## config.mk

```make
export PLATFORM = sky130hd
export DESIGN_NAME = axi_rd_burst_master_flat
export DESIGN_NICKNAME = d
export VERILOG_FILES = /design/src/rtl/axi_rd_burst_master_pkg.sv /design/src/rtl/axi_rd_burst_master_if.sv /design/src/rtl/axi_burst_len_calc.sv /design/src/rtl/axi_rd_burst_master.sv /design/src/flat_wrapper.sv
export SDC_FILE = /design/constraint.sdc
export NUM_CORES = 1
export LEC_CHECK = 0
export CAP_MARGIN = 20
export CORE_MARGIN = 4
export CORE_UTILIZATION = 40
export CTS_BUF_LIST = sky130_fd_sc_hd__clkbuf_4 sky130_fd_sc_hd__clkbuf_8 sky130_fd_sc_hd__clkbuf_16
export CTS_CLUSTER_SIZE = 14
export DETAILED_ROUTE_END_ITERATION = 10
export PLACE_DENSITY_LB_ADDON = 0.1
export REMOVE_ABC_BUFFERS = 1
export SETUP_SLACK_MARGIN = 0.5
export SLEW_MARGIN = 40
export SYNTH_ARGS = -nofsm -noshare
export SYNTH_HDL_FRONTEND = slang
export SYNTH_HIERARCHICAL = 1
export SYNTH_SLANG_ARGS = --single-unit
```

## constraint.sdc

```tcl
create_clock -name clk -period 14.35 [get_ports clk]
set_input_delay 1.435 -clock clk [delete_from_list [all_inputs] [get_ports clk]]
set_output_delay 1.435 -clock clk [all_outputs]
set_load 0.02 [all_outputs]
```

## src/rtl/axi_rd_burst_master_pkg.sv

```systemverilog
// axi_rd_burst_master_pkg: AXI constants, FSM state type and log2 helper
// shared by the read burst master and its burst-length calculator.
package axi_rd_burst_master_pkg;

    localparam logic [1:0] AXI_BURST_INCR = 2'b01;
    localparam logic [1:0] AXI_RESP_OKAY  = 2'b00;

    typedef enum logic [1:0] {
        IDLE  = 2'd0,
        ISSUE = 2'd1,
        DRAIN = 2'd2
    } state_e;

    function automatic int unsigned c_log_2(input int unsigned v);
        return $clog2(v);
    endfunction

endpackage

```

## src/rtl/axi_rd_burst_master_if.sv

```systemverilog
// axi_rd_burst_master_if: request, AXI AR/R and read-buffer signals of one
// read burst master; master = the burst master itself, slave = its environment.
interface axi_rd_burst_master_if #(
    parameter int unsigned AXI_DATA_WIDTH = 64,
    parameter int unsigned TX_SIZE_WIDTH  = 10
);
    logic                      rx_req;
    logic [31:0]               rx_addr;
    logic [TX_SIZE_WIDTH-1:0]  rx_req_size;
    logic                      rx_req_ready;
    logic                      rx_done;
    logic                      rx_err;
    logic [31:0]               araddr;
    logic [7:0]                arlen;
    logic [2:0]                arsize;
    logic [1:0]                arburst;
    logic                      arvalid;
    logic                      arready;
    logic [AXI_DATA_WIDTH-1:0] rdata;
    logic [1:0]                rresp;
    logic                      rlast;
    logic                      rvalid;
    logic                      rready;
    logic [AXI_DATA_WIDTH-1:0] rd_buf_data;
    logic                      rd_buf_push;
    logic                      rd_buf_full;

    modport master (
        input  rx_req, rx_addr, rx_req_size, arready, rdata, rresp, rlast, rvalid, rd_buf_full,
        output rx_req_ready, rx_done, rx_err, araddr, arlen, arsize, arburst, arvalid, rready,
               rd_buf_data, rd_buf_push
    );

    modport slave (
        output rx_req, rx_addr, rx_req_size, arready, rdata, rresp, rlast, rvalid, rd_buf_full,
        input  rx_req_ready, rx_done, rx_err, araddr, arlen, arsize, arburst, arvalid, rready,
               rd_buf_data, rd_buf_push
    );

endinterface

```

## src/rtl/axi_burst_len_calc.sv

```systemverilog
// axi_burst_len_calc: AXI4 INCR arlen for the next burst, limited by the
// remaining beats, the maximum burst length and the next 4 KB boundary.
module axi_burst_len_calc
    import axi_rd_burst_master_pkg::*;
#(
    parameter int unsigned BYTES         = 8,
    parameter int unsigned TX_SIZE_WIDTH = 10,
    parameter int unsigned MAX_BURST_LEN = 16
) (
    input  logic [31:0]              addr_i,
    input  logic [TX_SIZE_WIDTH-1:0] remaining_i,
    output logic [7:0]               arlen_o
);

    localparam int unsigned SH = c_log_2(BYTES);

    logic [31:0] page_beats;
    logic [31:0] rem_beats;
    logic [31:0] cap_beats;
    logic [31:0] beats;

    always_comb begin
        page_beats = (32'd4096 - {20'd0, addr_i[11:0]}) >> SH;
        rem_beats  = 32'(remaining_i);
        cap_beats  = (rem_beats < 32'(MAX_BURST_LEN)) ? rem_beats : 32'(MAX_BURST_LEN);
        beats      = (page_beats < cap_beats) ? page_beats : cap_beats;
        arlen_o    = 8'(beats - 32'd1);
    end

endmodule

```

## src/rtl/axi_rd_burst_master.sv

```systemverilog
// axi_rd_burst_master: splits one read request into 4 KB-safe AXI4 INCR bursts,
// caps outstanding bursts and forwards every R beat straight into the read buffer.
module axi_rd_burst_master
    import axi_rd_burst_master_pkg::*;
#(
    parameter int unsigned AXI_DATA_WIDTH  = 64,
    parameter int unsigned TX_SIZE_WIDTH   = 10,
    parameter int unsigned MAX_BURST_LEN   = 16,
    parameter int unsigned MAX_OUTSTANDING = 4
) (
    input  logic                  clk,
    input  logic                  resetn,
    axi_rd_burst_master_if.master bus_io
);

    localparam int unsigned BYTES = AXI_DATA_WIDTH / 8;
    localparam int unsigned SH    = c_log_2(BYTES);
    localparam int unsigned OW    = c_log_2(MAX_OUTSTANDING + 1);
    localparam int unsigned TW    = TX_SIZE_WIDTH;

    state_e          state_q, state_d;
    logic [31:0]     addr_q, addr_d;
    logic [31:0]     araddr_q, araddr_d;
    logic [7:0]      arlen_q, arlen_d;
    logic            arvalid_q, arvalid_d;
    logic [TW-1:0]   remaining_q, remaining_d;
    logic [TW-1:0]   total_q, total_d;
    logic [TW-1:0]   rcvd_q, rcvd_d;
    logic [OW-1:0]   outst_q, outst_d;
    logic            done_q, done_d;
    logic            err_q, err_d;

    logic [31:0]     calc_addr;
    logic [TW-1:0]   calc_rem;
    logic [7:0]      calc_len;
    logic            rready;
    logic            push;
    logic            ar_hs;

    // In IDLE the first burst is sized from the incoming request directly
    assign calc_addr = (state_q == IDLE) ? bus_io.rx_addr : addr_q;
    assign calc_rem  = (state_q == IDLE) ? bus_io.rx_req_size : remaining_q;

    axi_burst_len_calc #(
        .BYTES         (BYTES),
        .TX_SIZE_WIDTH (TX_SIZE_WIDTH),
        .MAX_BURST_LEN (MAX_BURST_LEN)
    ) u_len_calc (
        .addr_i      (calc_addr),
        .remaining_i (calc_rem),
        .arlen_o     (calc_len)
    );

    assign rready = (state_q != IDLE) && !bus_io.rd_buf_full;
    assign push   = bus_io.rvalid && rready;
    assign ar_hs  = arvalid_q && bus_io.arready;

    always_comb begin
        state_d     = state_q;
        addr_d      = addr_q;
        araddr_d    = araddr_q;
        arlen_d     = arlen_q;
        arvalid_d   = arvalid_q;
        remaining_d = remaining_q;
        total_d     = total_q;
        rcvd_d      = rcvd_q;
        outst_d     = outst_q;
        done_d      = 1'b0;
        err_d       = err_q;
        if (state_q == IDLE) begin
            if (bus_io.rx_req) begin
                addr_d      = bus_io.rx_addr;
                remaining_d = bus_io.rx_req_size;
                total_d     = bus_io.rx_req_size;
                rcvd_d      = '0;
                err_d       = 1'b0;
                done_d      = (bus_io.rx_req_size == '0);
                state_d     = (bus_io.rx_req_size == '0) ? IDLE : ISSUE;
                if (bus_io.rx_req_size != '0) begin
                    arvalid_d = 1'b1;
                    araddr_d  = bus_io.rx_addr;
                    arlen_d   = calc_len;
                end
            end
        end else begin
            rcvd_d  = rcvd_q + TW'(push);
            err_d   = err_q || (push && bus_io.rresp != AXI_RESP_OKAY);
            outst_d = outst_q + OW'(ar_hs) - OW'(push && bus_io.rlast);
            if (ar_hs) begin
                arvalid_d   = 1'b0;
                addr_d      = addr_q + ((32'(arlen_q) + 32'd1) << SH);
                remaining_d = remaining_q - (TW'(arlen_q) + TW'(1));
                state_d     = (remaining_d == '0) ? DRAIN : ISSUE;
            end else if (state_q == ISSUE && !arvalid_q && outst_q < OW'(MAX_OUTSTANDING)) begin
                arvalid_d = 1'b1;
                araddr_d  = addr_q;
                arlen_d   = calc_len;
            end
            // Completion is flagged on the edge that takes the final beat
            if (state_q == DRAIN && push && rcvd_d == total_q) begin
                state_d = IDLE;
                done_d  = 1'b1;
            end
        end
    end

    always_ff @(posedge clk) begin
        if (!resetn) begin
            state_q     <= IDLE;
            addr_q      <= '0;
            araddr_q    <= '0;
            arlen_q     <= '0;
            arvalid_q   <= 1'b0;
            remaining_q <= '0;
            total_q     <= '0;
            rcvd_q      <= '0;
            outst_q     <= '0;
            done_q      <= 1'b0;
            err_q       <= 1'b0;
        end else begin
            state_q     <= state_d;
            addr_q      <= addr_d;
            araddr_q    <= araddr_d;
            arlen_q     <= arlen_d;
            arvalid_q   <= arvalid_d;
            remaining_q <= remaining_d;
            total_q     <= total_d;
            rcvd_q      <= rcvd_d;
            outst_q     <= outst_d;
            done_q      <= done_d;
            err_q       <= err_d;
        end
    end

    assign bus_io.rx_req_ready = resetn && (state_q == IDLE);
    assign bus_io.rx_done      = done_q;
    assign bus_io.rx_err       = err_q;
    assign bus_io.araddr       = araddr_q;
    assign bus_io.arlen        = arlen_q;
    assign bus_io.arsize       = 3'(SH);
    assign bus_io.arburst      = AXI_BURST_INCR;
    assign bus_io.arvalid      = arvalid_q;
    assign bus_io.rready       = rready;
    assign bus_io.rd_buf_push  = push;
    assign bus_io.rd_buf_data  = bus_io.rdata;

endmodule

```

## src/flat_wrapper.sv

```systemverilog
// flat-port wrapper written by rule: the top's interface ports become plain ports
module axi_rd_burst_master_flat import axi_rd_burst_master_pkg::*;
#(
    parameter int unsigned AXI_DATA_WIDTH  = 64,
    parameter int unsigned TX_SIZE_WIDTH   = 10,
    parameter int unsigned MAX_BURST_LEN   = 16,
    parameter int unsigned MAX_OUTSTANDING = 4
)
  (clk, resetn, bus_io_rx_req, bus_io_rx_addr, bus_io_rx_req_size, bus_io_arready, bus_io_rdata, bus_io_rresp, bus_io_rlast, bus_io_rvalid, bus_io_rd_buf_full, bus_io_rx_req_ready, bus_io_rx_done, bus_io_rx_err, bus_io_araddr, bus_io_arlen, bus_io_arsize, bus_io_arburst, bus_io_arvalid, bus_io_rready, bus_io_rd_buf_data, bus_io_rd_buf_push);
  axi_rd_burst_master_if #(.AXI_DATA_WIDTH(AXI_DATA_WIDTH), .TX_SIZE_WIDTH(TX_SIZE_WIDTH)) bus_io_i ();
  input  logic clk;
  input  logic resetn;
  input wire logic [$bits(bus_io_i.rx_req)-1:0] bus_io_rx_req;
  input wire logic [$bits(bus_io_i.rx_addr)-1:0] bus_io_rx_addr;
  input wire logic [$bits(bus_io_i.rx_req_size)-1:0] bus_io_rx_req_size;
  input wire logic [$bits(bus_io_i.arready)-1:0] bus_io_arready;
  input wire logic [$bits(bus_io_i.rdata)-1:0] bus_io_rdata;
  input wire logic [$bits(bus_io_i.rresp)-1:0] bus_io_rresp;
  input wire logic [$bits(bus_io_i.rlast)-1:0] bus_io_rlast;
  input wire logic [$bits(bus_io_i.rvalid)-1:0] bus_io_rvalid;
  input wire logic [$bits(bus_io_i.rd_buf_full)-1:0] bus_io_rd_buf_full;
  output wire logic [$bits(bus_io_i.rx_req_ready)-1:0] bus_io_rx_req_ready;
  output wire logic [$bits(bus_io_i.rx_done)-1:0] bus_io_rx_done;
  output wire logic [$bits(bus_io_i.rx_err)-1:0] bus_io_rx_err;
  output wire logic [$bits(bus_io_i.araddr)-1:0] bus_io_araddr;
  output wire logic [$bits(bus_io_i.arlen)-1:0] bus_io_arlen;
  output wire logic [$bits(bus_io_i.arsize)-1:0] bus_io_arsize;
  output wire logic [$bits(bus_io_i.arburst)-1:0] bus_io_arburst;
  output wire logic [$bits(bus_io_i.arvalid)-1:0] bus_io_arvalid;
  output wire logic [$bits(bus_io_i.rready)-1:0] bus_io_rready;
  output wire logic [$bits(bus_io_i.rd_buf_data)-1:0] bus_io_rd_buf_data;
  output wire logic [$bits(bus_io_i.rd_buf_push)-1:0] bus_io_rd_buf_push;
  assign bus_io_i.rx_req = bus_io_rx_req;
  assign bus_io_i.rx_addr = bus_io_rx_addr;
  assign bus_io_i.rx_req_size = bus_io_rx_req_size;
  assign bus_io_i.arready = bus_io_arready;
  assign bus_io_i.rdata = bus_io_rdata;
  assign bus_io_i.rresp = bus_io_rresp;
  assign bus_io_i.rlast = bus_io_rlast;
  assign bus_io_i.rvalid = bus_io_rvalid;
  assign bus_io_i.rd_buf_full = bus_io_rd_buf_full;
  assign bus_io_rx_req_ready = bus_io_i.rx_req_ready;
  assign bus_io_rx_done = bus_io_i.rx_done;
  assign bus_io_rx_err = bus_io_i.rx_err;
  assign bus_io_araddr = bus_io_i.araddr;
  assign bus_io_arlen = bus_io_i.arlen;
  assign bus_io_arsize = bus_io_i.arsize;
  assign bus_io_arburst = bus_io_i.arburst;
  assign bus_io_arvalid = bus_io_i.arvalid;
  assign bus_io_rready = bus_io_i.rready;
  assign bus_io_rd_buf_data = bus_io_i.rd_buf_data;
  assign bus_io_rd_buf_push = bus_io_i.rd_buf_push;
  axi_rd_burst_master #(.AXI_DATA_WIDTH(AXI_DATA_WIDTH), .TX_SIZE_WIDTH(TX_SIZE_WIDTH), .MAX_BURST_LEN(MAX_BURST_LEN), .MAX_OUTSTANDING(MAX_OUTSTANDING)) u_core (.clk(clk), .resetn(resetn), .bus_io(bus_io_i));
endmodule
```

==> out/qor.csv, run 1 <==
stage,metric,value,unit
run_status,status,finished clean,
routing,wl,27.3,mm
routing,wl_per_cell,22.2,um
clock_network,cts_tree,yes,
floorplan,coreArea,18200,sq um
clock_network,clk_pin_slew_worst_paths,0.07,ns
pwr,leakagePower,0.00325,uW
pwr,power.density,117,nW/um^2
setup_path,reg2reg_depth,20,
pwr,pwr-share-comb,34.7,%
floorplan,num_rows,49,
setup_path,r2r_end,u_core/bus_io.arlen[6],
clock_network,clk-insertion-delay-late,0.36,ns
cells_and_area,areaGrowthSynthToFinish,12.8,%
cells_and_area,fin_nets,1144,
cells_and_area,n_antenna_cell,0,
setup_path,critPathLaunchType,primary input,
timing,skew,0.00897,ns
timing,rsz0062_at_grt,no,
timing,slew-limit-headroom,46.0,%
global_route,grt_overflow_total,0,
timing,slew_violations,0,
setup_path,crit_type,primary input to flip-flop,
global_route,grt_max_degree,84,
routing,vias,7100,
floorplan,fp.dieH,145,um
timing,final.min_clock_period,6.63,ns
pwr,p_clk_share,28.4,%
global_route,antenna_found_initial,0,
setup_path,required,14.57,ns
clock_network,holdBufCountCts,0,
synth,synth.avg_cell_area,7.53,sq um
synth,yosys_warnings,6,
setup_path,endpoint_kind,flip-flop,
clock_network,cts_sinks,110,
floorplan,die_x,145,um
timing,worst_slew_pin_slew,0.802,ns
place,place_congestion,0.863,
setup_path,slowest_stage,a211oi_1,
setup_path,reg2reg_slack,7.80,ns
job,drv_cap,0,
clock_network,cts_made_buffers,9,
clock_network,post_cts_buffers,0,
pwr,ir_drop,66.1,uV
routing,ant_nets,0,
place,dp_hpwl,19.4,mm
global_route,grt_pass1_vias,6408,
timing,setup-tns-final,0,ns
floorplan,start_util,41.2,%
timing,final_hold_viol_count,0,
setup_path,regToRegStartpoint,u_core/state_q[1],
pwr,power.total,990,uW
pwr,p_sw,356,uW
timing,fmax,151,MHz
pwr,swShare,35.9,%
setup_path,cpPeakStageDelay,0.58,ns
timing,finalCritPeriodShare,46.2,%
global_route,grt_pass1_wl,41.1,mm
pwr,p_int,635,uW
clock_network,post_cts_resized,0,
clock_network,htree_levels,3,
floorplan,ioPinCount,230,
cells_and_area,drive_gt1_share,5.21,%
timing,finalSetupViolations,0,
routing,vias_per_cell,5.78,
pwr,power_frac_seq,37.0,%
synth,synthCells,995,
place,portBuffers,96,
setup_path,critPathLaunch,bus_io_rx_addr[3],
setup_path,arrival,6.85,ns
cells_and_area,fillers,1852,
global_route,grt_use_total,25.0,%
routing,drc,0,
floorplan,die-area,21000,sq um
hold_path,hold_class,flip-flop to flip-flop,
clock_network,cts.path.max_buffers,2,
setup_path,worst-path-max-fanout,10,
routing,drtPass1Iterations,6,
routing,first_iter_violations,438,
synth,synth_area,7500,sq um
setup_path,worstPathCellList,clkdlybuf4s50_1 > and2_1 > a21o_1 > or4_4 > or4_4 > or4_4 > xor2_1 > ha_1 > a21oi_1 > a21oi_1 > a211oi_1 > o21ai_1 > mux2_2 > ha_1 > o41ai_1 > xor2_1 > mux2i_1 > a21oi_1 > nor2_1,
setup_path,cp-endpoint,u_core/bus_io.arlen[6],
clock_network,cts_root_buf,clkbuf_16,
## metrics by stage
| step | util, % | instances | cell area, sq um | hold WS (ns) | worst slack, ns |
|---|---|---|---|---|---|
| after global routing | 46.4 | 1228 | 8450 | 0.481 | 7.40 |
| after detailed placement | 44.6 | 1212 | 8130 | 0.451 | 7.41 |
| after floorplan | - | 877 | 6770 | 0.436 | 8.32 |
| final | 46.4 | 1228 | 8450 | 0.459 | 7.72 |
| after CTS | 46.4 | 1228 | 8450 | 0.462 | 7.75 |
| after global placement | 44.5 | 1211 | 8100 | 0.439 | 7.45 |
## metal layers
metal	wire length, um	part of all wire, %	vias up	track usage (%)
li1	-	-	3445	-
met1	12300	45	3346	33.4
met2	11100	41	285	34.3
met3	3490	13	16	15.5
met4	154	0.57	8	3.09
met5	213	0.78	-	9.32
## power groups by stage
stage               Sequential [uW]  Clock (uW)  Combinational (uW)
CTS                             366         286                 343
detailed placement              373           0                 341
global route                    371         296                 380
floorplan                       385           0                 211
global placement                373           0                 340
finish                          366         281                 344
## worst min-delay path by stage
stage	from	cells after the start	endpoint	slack [ns]
after global routing	u_core/outst_q[0]	2	u_core/outst_q[0]	0.48
after CTS	u_core/addr_q[1]	2	u_core/addr_q[1]	0.46
after global placement	u_core/bus_io.rx_err	2	u_core/bus_io.rx_err	0.44
after detailed placement	u_core/addr_q[1]	2	u_core/addr_q[1]	0.45
after floorplan	u_core/outst_q[0]	2	u_core/outst_q[0]	0.44
final	u_core/bus_io.rx_err	2	u_core/bus_io.rx_err	0.46
## worst max-delay path: cells and delay by family
kind	cells	cell delay, ns
simple gates	5	1.66
compound gates	7	1.97
fa+ha+maj	2	0.56
mux	2	0.47
xor+xnor	2	0.33
buf+inv	1	0.39
## placed cells by master, fill, tap and decap left out, drive strengths merged, types with 8 or more instances in the layout
| cell type | n |
|---|---|
| mux2i | 9 |
| xor2 | 14 |
| clkbuf | 9 |
| xnor2 | 31 |
| nor2 | 109 |
| buf | 10 |
| and2 | 13 |
| nor4 | 8 |
| and3 | 14 |
| conb | 10 |
| nand3 | 26 |
| a21oi | 54 |
| nand4 | 10 |
| nor3 | 24 |
| dfxtp | 110 |
| a311oi | 37 |
| a211oi | 19 |
| ha | 32 |
| clkdlybuf4s50 | 96 |
| a31oi | 13 |
| o21ai | 54 |
| inv | 25 |
| nand2 | 163 |
| a21o | 13 |
## state kept, by name, indices dropped and copies added, names as in the netlist
name and count:
u_core/addr_q 32, u_core/bus_io.araddr 32, u_core/bus_io.arlen 8, u_core/bus_io.arvalid 1, u_core/bus_io.rx_done 1, u_core/bus_io.rx_err 1
u_core/outst_q 3, u_core/rcvd_q 10, u_core/remaining_q 10, u_core/state_q 2, u_core/total_q 10
## final cells by class
cell class,instances,area (sq um),area share [%]
clock buffer,9,225,2.66
clock inverter,7,97.6,1.15
inverter,24,90.1,1.07
multi-input combinational,743,4510,53.3
sequential,110,2200,26.0
tap,229,287,3.39
timing repair buffer,106,1050,12.4
No activity file was read; power rests on OpenSTA's default activity.
==> inputs of run 2 (changes only) <==
- clock period: 14.35 -> 6.7 ns (I/O delays scaled with it)
==> out/qor.csv, run 2 (same netlist as run 1, synthesis figures left out) <==
stage,metric,value,unit
pwr,power.density,253,nW/um^2
floorplan,ioPinCount,230,
timing,fmax,175,MHz
pwr,power.total,2140,uW
hold_path,min_to,u_core/addr_q[1],
clock_network,holdBufCountCts,0,
timing,final.min_clock_period,5.70,ns
timing,skew,0.00616,ns
hold_path,hold_class,flip-flop to flip-flop,
cells_and_area,multi_input_area,4520,sq um
routing,route.met2.wl,11.4,mm
place,place_congestion,0.852,
global_route,grt_overflow_total,0,
timing,final_hold_viol_count,0,
routing,vias,7138,
timing,finalCritPeriodShare,85.1,%
routing,wl_met3,3.40,mm
clock_network,cts.path.max_buffers,2,
cells_and_area,final_common_cell,nand2_1,
clock_network,cts_tree,yes,
setup_path,reg2reg_slack,1.0,ns
global_route,antenna_found_initial,0,
floorplan,die_x,145,um
floorplan,fp.dieH,145,um
floorplan,num_rows,49,
cells_and_area,regArea,2200,sq um
cells_and_area,most-common-layout-cells,"nand2_1 (162), dfxtp_1 (110), nor2_1 (105)",
routing,vias_per_cell,5.82,
global_route,grt_max_degree,84,
floorplan,die-area,21000,sq um
global_route,grt_use_total,25.3,%
setup_path,crit_top_cell,or4_4,
timing,setup-tns-final,0,ns
place,postPlaceCellArea,8120,sq um
cells_and_area,n_antenna_cell,0,
setup_path,arrival,5.93,ns
routing,wl,27.6,mm
timing,finalSetupViolations,0,
setup_path,critPathLaunchType,flip-flop,
routing,drtPass1Iterations,5,
setup_path,worstPathCellList,or2_2 > nand2_1 > nand2_1 > or4_4 > or4_4 > or4_4 > nor3_2 > nor2_2 > ha_1 > and3_1 > nand3_1 > o21ai_1 > mux2_2 > ha_1 > o41ai_1 > xor2_1 > mux2i_1 > a21oi_1 > nor2_1,
hold_path,worstHoldStart,u_core/addr_q[1],
place,portBuffers,96,
setup_path,required,6.92,ns
setup_path,crit_type,flip-flop to flip-flop,
setup_path,critPathLaunch,u_core/state_q[1],
clock_network,clk-insertion-delay-late,0.36,ns
floorplan,coreArea,18200,sq um
setup_path,worst-path-max-fanout,10,
place,dp.cells,1210,
place,dp_hpwl,19.6,mm
pwr,ir_drop,131,uV
clock_network,cts_sinks,110,
cells_and_area,areaGrowthSynthToFinish,13.2,%
setup_path,worst_path_dominant_cell_family,simple AND/OR/NAND/NOR gates,
run_status,status,finished clean,
cells_and_area,fillers,1877,
routing,first_iter_violations,617,
floorplan,start_util,41.2,%
pwr,leakagePower,0.00327,uW
setup_path,regToRegStartpoint,u_core/state_q[1],
timing,slew-limit-headroom,51.1,%
routing,ant_nets,0,
setup_path,endpoint_kind,flip-flop,
cells_and_area,fin_nets,1143,
cells_and_area,final_area,8490,sq um
clock_network,htree_levels,3,
clock_network,cts_root_buf,clkbuf_16,
cells_and_area,final_util,46.6,%
setup_path,slowest_stage,or4_4,
routing,drt-met1-wl,12.3,mm
routing,highest_layer,met5,
setup_path,r2r_end,u_core/bus_io.arlen[6],
timing,worst_slew_pin_slew,0.726,ns
global_route,grt_pass1_vias,6673,
timing,rsz0062_at_grt,no,
clock_network,post_cts_buffers,0,
timing,slew_violations,0,
global_route,grt_pass1_wl,41.6,mm
setup_path,reg2reg_depth,19,
clock_network,cts_made_buffers,9,
clock_network,clk_pin_slew_worst_paths,0.07,ns
routing,wl_per_cell,22.5,um
setup_path,critical_path_buf_inv_count,0,
routing,drc,0,
cells_and_area,layout.cells.non_filler,1227,
cells_and_area,drive_gt1_share,5.41,%
job,drv_cap,0,
setup_path,cpPeakStageDelay,0.59,ns
hold_path,hold_depth,2,
-- run 2: power by group --
group	total [uW]	switching, uW	internal [uW]	leakage [uW]
Sequential	784	61.3	723	0.000907
Clock	617	255	363	0.000169
Combinational	742	434	308	0.00219
-- run 2: repair_timing --
action,in CTS,in global routing
setup endpoints to repair,0,2
hold endpoints to repair,0,0
gates resized for setup,0,1
-- run 2: final cells by class --
| type | instances | area share [%] |
|---|---|---|
| Multi-Input combinational cell | 743 | 53.2 |
| Sequential cell | 110 | 25.9 |
| Tap cell | 229 | 3.38 |
| Timing Repair Buffer | 105 | 12.4 |
| Inverter | 24 | 1.06 |
| Clock inverter | 3 | 0.766 |
| Clock buffer | 13 | 3.23 |
-- run 2: worst max-delay path by stage --
| stage | depth (start not counted) | slack, ns | end |
|---|---|---|---|
| 3_3_place_gp | 19 | 0.67 | u_core/bus_io.arlen[6] |
| 4_1_cts | 19 | 0.90 | u_core/bus_io.arlen[6] |
| 5_1_grt | 19 | 0.63 | u_core/bus_io.arlen[6] |
| 3_5_place_dp | 19 | 0.63 | u_core/bus_io.arlen[6] |
| 6_report | 19 | 1.0 | u_core/bus_io.arlen[6] |
| 2_1_floorplan | 19 | 0.83 | u_core/bus_io.arlen[6] |
-- run 2: layer usage --
| metal | vias to the layer above | GRT usage, % |
|---|---|---|
| li1 | 3442 | - |
| met1 | 3338 | 33.1 |
| met2 | 318 | 35.8 |
| met3 | 32 | 14.3 |
| met4 | 8 | 4.89 |
| met5 | - | 7.27 |
-- run 2: worst reg2reg max path: cells and delay by family, from the launching register on --
kind	cells	cell delay (ns)
AND/OR/NAND/NOR	11	2.82
XOR/XNOR	1	0.18
multiplexers	2	0.51
flip-flops	1	0.38
AO/OA/AOI/OAI	3	1.12
adder cells (fa/ha/maj)	2	0.59
-- run 2: through the flow --
step | setup slack (ns) | hold slack [ns]
after floorplan | 0.834 | 0.436
final | 0.996 | 0.459
after global routing | 0.627 | 0.482
after CTS | 0.896 | 0.462
after detailed placement | 0.628 | 0.451
after global placement | 0.668 | 0.444
